[src/rtl/dmux_stream_ctrl_pkg.sv]
// dmux_stream_ctrl_pkg: FSM state encoding and width derivations shared by the stream controller.
package dmux_stream_ctrl_pkg;

    typedef enum logic [1:0] {IDLE, STREAM, DRAIN} state_e;

    function automatic int sel_w(input int oc);
        return $clog2(oc) + 1;
    endfunction

    function automatic int cnt_w(input int c);
        return $clog2(c + 1);
    endfunction

endpackage

[src/rtl/dmux_credit_counter.sv]
// dmux_credit_counter: per-destination credit count that saturates at CREDITS and flags over-returns.
module dmux_credit_counter #(
    parameter int CREDITS = 2,
    parameter int CW      = 2
) (
    input  logic clk,
    input  logic rst_n,
    input  logic take,
    input  logic ret,
    output logic nonzero,
    output logic overflow_pulse
);
    logic [CW-1:0] cnt_q, cnt_d;
    logic full;

    always_comb begin
        full           = cnt_q == CW'(CREDITS);
        overflow_pulse = ret && !take && full;
        nonzero        = cnt_q != '0;
        cnt_d          = (take && !ret) ? cnt_q - 1'b1 :
                         (ret && !take && !full) ? cnt_q + 1'b1 : cnt_q;
    end

    always_ff @(posedge clk or negedge rst_n)
        if (!rst_n) cnt_q <= CW'(CREDITS);
        else        cnt_q <= cnt_d;

endmodule

[src/rtl/dmux_stream_ctrl.sv]
// dmux_stream_ctrl: schedules a tagged valid/ready stream into the fixed-latency demux,
// holding sel stable while beats are in flight and applying per-destination credits.
module dmux_stream_ctrl
    import dmux_stream_ctrl_pkg::*;
#(
    parameter int WIDTH        = 1,
    parameter int OUTPUT_COUNT = 2,
    parameter int LATENCY      = 0,
    parameter int CREDITS      = 2,
    localparam int SEL_W       = sel_w(OUTPUT_COUNT),
    localparam int CW          = cnt_w(CREDITS)
) (
    input  logic                    clk,
    input  logic                    rst_n,
    input  logic                    s_valid,
    output logic                    s_ready,
    input  logic [SEL_W-1:0]        s_sel,
    input  logic [WIDTH-1:0]        s_data,
    output logic [SEL_W-1:0]        dmux_sel,
    output logic [WIDTH-1:0]        dmux_in,
    output logic [OUTPUT_COUNT-1:0] m_valid,
    input  logic [OUTPUT_COUNT-1:0] credit_ret,
    output logic                    busy,
    output logic                    err_oor,
    output logic                    err_credit
);
    state_e                  state_q, state_d;
    logic [LATENCY:0]        vld_pipe_q, vld_pipe_d;
    logic [SEL_W-1:0]        cur_sel_q, cur_sel_d;
    logic [WIDTH-1:0]        dmux_in_q;
    logic                    err_oor_q, err_credit_q;
    logic [OUTPUT_COUNT-1:0] credit_nz, take, ovf, sel_hot, cur_hot;
    logic                    in_range, credit_ok, same_sel, pipe_empty, acc, acc_in;

    always_comb begin
        sel_hot = '0;
        cur_hot = '0;
        for (int d = 0; d < OUTPUT_COUNT; d++) begin
            sel_hot[d] = s_sel == SEL_W'(d);
            cur_hot[d] = cur_sel_q == SEL_W'(d);
        end
        in_range   = s_sel < SEL_W'(OUTPUT_COUNT);
        credit_ok  = |(sel_hot & credit_nz);
        pipe_empty = vld_pipe_q == '0;
        same_sel   = s_sel == cur_sel_q;
        // Out-of-range beats are always swallowed; in-range ones wait for credit and a quiet pipe or same sel.
        s_ready    = rst_n && (!in_range ||
                     (credit_ok && (pipe_empty || (same_sel && state_q != DRAIN))));
        acc        = s_valid && s_ready;
        acc_in     = acc && in_range;
        take       = sel_hot & {OUTPUT_COUNT{acc_in}};
        vld_pipe_d = (LATENCY+1)'({vld_pipe_q, acc_in});
        cur_sel_d  = acc_in ? s_sel : cur_sel_q;
        state_d    = acc_in ? STREAM :
                     (state_q != IDLE && s_valid && in_range && !same_sel && !pipe_empty) ? DRAIN :
                     pipe_empty ? IDLE : state_q;
    end

    for (genvar i = 0; i < OUTPUT_COUNT; i++) begin : g_cnt
        dmux_credit_counter #(.CREDITS(CREDITS), .CW(CW)) u_cnt (
            .clk           (clk),
            .rst_n         (rst_n),
            .take          (take[i]),
            .ret           (credit_ret[i]),
            .nonzero       (credit_nz[i]),
            .overflow_pulse(ovf[i])
        );
    end

    always_ff @(posedge clk or negedge rst_n)
        if (!rst_n) begin
            state_q      <= IDLE;
            vld_pipe_q   <= '0;
            cur_sel_q    <= '0;
            dmux_in_q    <= '0;
            err_oor_q    <= 1'b0;
            err_credit_q <= 1'b0;
        end else begin
            state_q      <= state_d;
            vld_pipe_q   <= vld_pipe_d;
            cur_sel_q    <= cur_sel_d;
            dmux_in_q    <= acc_in ? s_data : '0;
            err_oor_q    <= acc && !in_range;
            err_credit_q <= err_credit_q || |ovf;
        end

    assign dmux_sel   = cur_sel_q;
    assign dmux_in    = dmux_in_q;
    assign m_valid    = cur_hot & {OUTPUT_COUNT{vld_pipe_q[LATENCY]}};
    assign busy       = !pipe_empty;
    assign err_oor    = err_oor_q;
    assign err_credit = err_credit_q;

endmodule

[config.mk]
export PLATFORM = sky130hd
export DESIGN_NAME = dmux_stream_ctrl
export DESIGN_NICKNAME = d
export VERILOG_FILES = /design/src/rtl/dmux_stream_ctrl_pkg.sv /design/src/rtl/dmux_credit_counter.sv /design/src/rtl/dmux_stream_ctrl.sv
export SDC_FILE = /design/constraint.sdc
export NUM_CORES = 1
export LEC_CHECK = 0
export CORE_UTILIZATION = 47
export CTS_CLUSTER_DIAMETER = 200
export CTS_CLUSTER_SIZE = 30
export DETAILED_ROUTE_END_ITERATION = 8
export PLACE_DENSITY = 0.76
export SLEW_MARGIN = 0
export SYNTH_ARGS = -nofsm -noshare
export SYNTH_HDL_FRONTEND = slang
export SYNTH_SLANG_ARGS = --single-unit
export TNS_END_PERCENT = 5
[constraint.sdc]
create_clock -name clk -period 2 [get_ports clk]
set_clock_uncertainty 0.1 [all_clocks]
set_input_delay 0.2 -clock clk [delete_from_list [all_inputs] [get_ports clk]]
set_output_delay 0.2 -clock clk [all_outputs]
set_load 0.02 [all_outputs]
==> flow_metrics.tcl <==
set metrics [dict create \
    cts_setup_buffers 0 \
    finalWirelength_mm 1.735 \
    diodes 0 \
    postRouteAntennaNets 0 \
    critPathSlowestCell "clkdlybuf4s50_1" \
    vias 724 \
    worst-path-buf-inv 1 \
    max_freq_mhz 531.2 \
    finalSetupViolations 0 \
    drv_cap 0 \
    post-synth-top-count-cell "dfrtp_1" \
    rows 13 \
    fin_area_sq_um 1020 \
    overflow 0 \
    fin_crit_sh 0.9412 \
    p_leak_uw 0.0004732 \
    htreeDepth 1 \
    grt_max_degree 9 \
    place_hpwl_mm 1.252 \
    synth_common_cells "10 x dfrtp_1, 9 x nor2_1, 7 x inv_1" \
    drive_gt1_frac 0.2018 \
    start_util 0.5339 \
    slowest_delay_ns 0.59 \
    syn-cell-area_sq_um 729.5 \
    first_pass_iters 4 \
    die_w_microns 41.40 \
    drv_slew 0 \
    wl_per_cell_microns 13.99 \
    cts_root_buffer "clkbuf_4" \
    fin_util 0.7463 \
    drt_iter0_markers 20 \
    start_kind "flop" \
    clock_latency_ns 0.27 \
    fp.dieH_microns 41.40 \
    postCtsHoldBufs 0 \
    cts.clk_slew.worst_paths_ns 0.08 \
    syn_to_final_growth_pct 39.79 \
    syn-instance-count 80 \
    worstSetupPathType "flop to output port" \
    hold_class "input port to asynchronous set/reset pin" \
    cts_tree "yes" \
    cp.arrival_ns 1.58 \
    fin_crit_ns 1.882 \
    crit_family "buffers and inverters" \
    cts_max_path_buffers 2 \
    cp_max_fo 8 \
    powerDensity_nw_per_um2 946.5 \
    drc_errors 0 \
    outcome "finished clean" \
    yosys-top-cells-area "dfrtp_1 34%, dfstp_2 7.2%, nor2_1 4.6%, inv_1 3.6%, o31ai_1 3.1%" \
    synth_area_leader_cell "dfrtp_1" \
    first_global_vias 589 \
    dieArea_sq_um 1714 \
    tightest_slew_ns 0.3450 \
    relSlewSlack 0.7695 \
    fin_nets 118 \
    nFillCells 109 \
    avgSynthCellArea_sq_um 9.118 \
    end_kind "output port" \
    core_sq_um 1366 \
    seq_area_frac_synth 0.4151 \
    async_flop_share 1.000 \
    viasPerCell 5.839 \
    placed_cell_area_sq_um 985.9 \
    antenna_found_initial 0 \
    dp_cells 120 \
    grt_setup_unrepaired "false" \
    synth-edff-count 0 \
    port-buffer-count 16 \
    required_ns 1.70 \
    ys_warn_count 0 \
    numCtsBuffers 3 \
    track_usage 0.2360 \
    synth_cell_types 34 \
    gp_congestion 0.7183 \
    crit_chain "and3b_1 > clkdlybuf4s50_1" \
    ir_worst_vdd_uv 671.4 \
    ys_ff_latch 12 \
    fin_total_pwr_uw 965.2 \
    hold_viol 0 \
    clock_sinks 12 \
    yosysTopAreaCellShare 0.3431 \
    syn_nets 88 \
    io-pin-count 17 \
    synth_top_flop_cell "dfrtp_1" \
    stdcell_count 124 \
    grt_pass1_wl_mm 2.587 \
]
-- final timing paths --
check                            start                 endpoint  cells past startpoint  slack [ns]
setup / recovery                  busy               m_valid[1]                      2        0.12
hold / removal                   rst_n                  err_oor                      2        0.21
setup reg to reg           dmux_sel[0]  g_cnt[1].u_cnt.cnt_q[0]                      6        0.20
hold reg to reg             state_q[0]               state_q[0]                      2        0.47
max in group asynchronous        rst_n  g_cnt[1].u_cnt.cnt_q[1]                      2        1.40
min in group clk                s_data                  dmux_in                      3        0.35
-- registers in the layout (all words and copies together) (netlist names) --
name               cells
state_q                2
dmux_sel               2
busy                   1
err_credit             1
g_cnt.u_cnt.cnt_q      4
dmux_in                1
err_oor                1
-- cells by family (layout without fill, tap and decap cells) --
kind of cell / after synthesis / count (layout) / synth area share
and+or+nand+nor: 32 / 32 / 0.2299
AOI/OAI and AO/OA: 24 / 24 / 0.2676
DFF: 12 / 12 / 0.4151
buffers and inverters: 10 / 39 / 0.05316
xor gates and xnor gates: 2 / 2 / 0.03431
-- worst reg2reg max path, cell delays in order, from the launching register on --
cell and delay (ns):
dfrtp_1 0.42, xor2_2 0.16, buf_4 0.15, o31a_1 0.35, nor3_1 0.27, buf_4 0.18
a221oi_2 0.05
-- layout make-up --
type	instances	area (sq um)	share of cell area
Clock buffer	4	36.28	0.03558
Inverter	7	26.28	0.02577
Multi-Input combinational cell	58	387.9	0.3804
Sequential cell	12	302.8	0.2969
Tap cell	15	18.77	0.01840
Timing Repair Buffer	28	247.7	0.2429
-- stage by stage --
step | worst slack [ns] | setup TNS [ns] | hold slack (ns)
floorplan | 0.2878 | 0 | -0.1956
global placement | -0.1852 | -0.2765 | 0.4181
detailed placement | -0.1992 | -0.2964 | 0.4473
CTS | 0.02430 | 0 | 0.2156
global route | 0.06038 | 0 | 0.2414
finish | 0.1175 | 0 | 0.2066
-- cell usage in the layout, fill, tap and decap left out, types with 2 or more instances in the layout --
master / Yosys / routed
clkdlybuf4s50_1: 0 / 14
buf_4: 0 / 12
dfrtp_1: 10 / 10
nor2_1: 9 / 9
inv_1: 7 / 7
nor3_1: 4 / 4
a21oi_1: 4 / 4
nand3_1: 4 / 4
nor2b_1: 3 / 3
o31ai_1: 3 / 3
and3_1: 3 / 3
nand2_1: 3 / 3
a31oi_1: 3 / 3
clkbuf_4: 0 / 3
nor3b_1: 2 / 2
a211oi_1: 2 / 2
a311oi_1: 2 / 2
dfstp_2: 2 / 2
-- repair_timing --
action,in CTS,in global routing
resized for setup,1,3
endpoints found under the setup margin,1,2
pin swaps,0,0
-- metal layers --
layer	track usage	vias up	wire length (microns)
met5	0	-	0
met4	0.1210	0	25
met3	0.04787	4	81
met2	0.3281	20	789
met1	0.3411	343	840
li1	-	357	-
-- power by group --
part           leakage (uW)  switching (uW)  internal [uW]
clock network     0.0000210            83.9            111
logic              0.000304             209            194
registers          0.000148            58.2            310
total              0.000473             351            615
No activity file was read; power rests on OpenSTA's default activity.
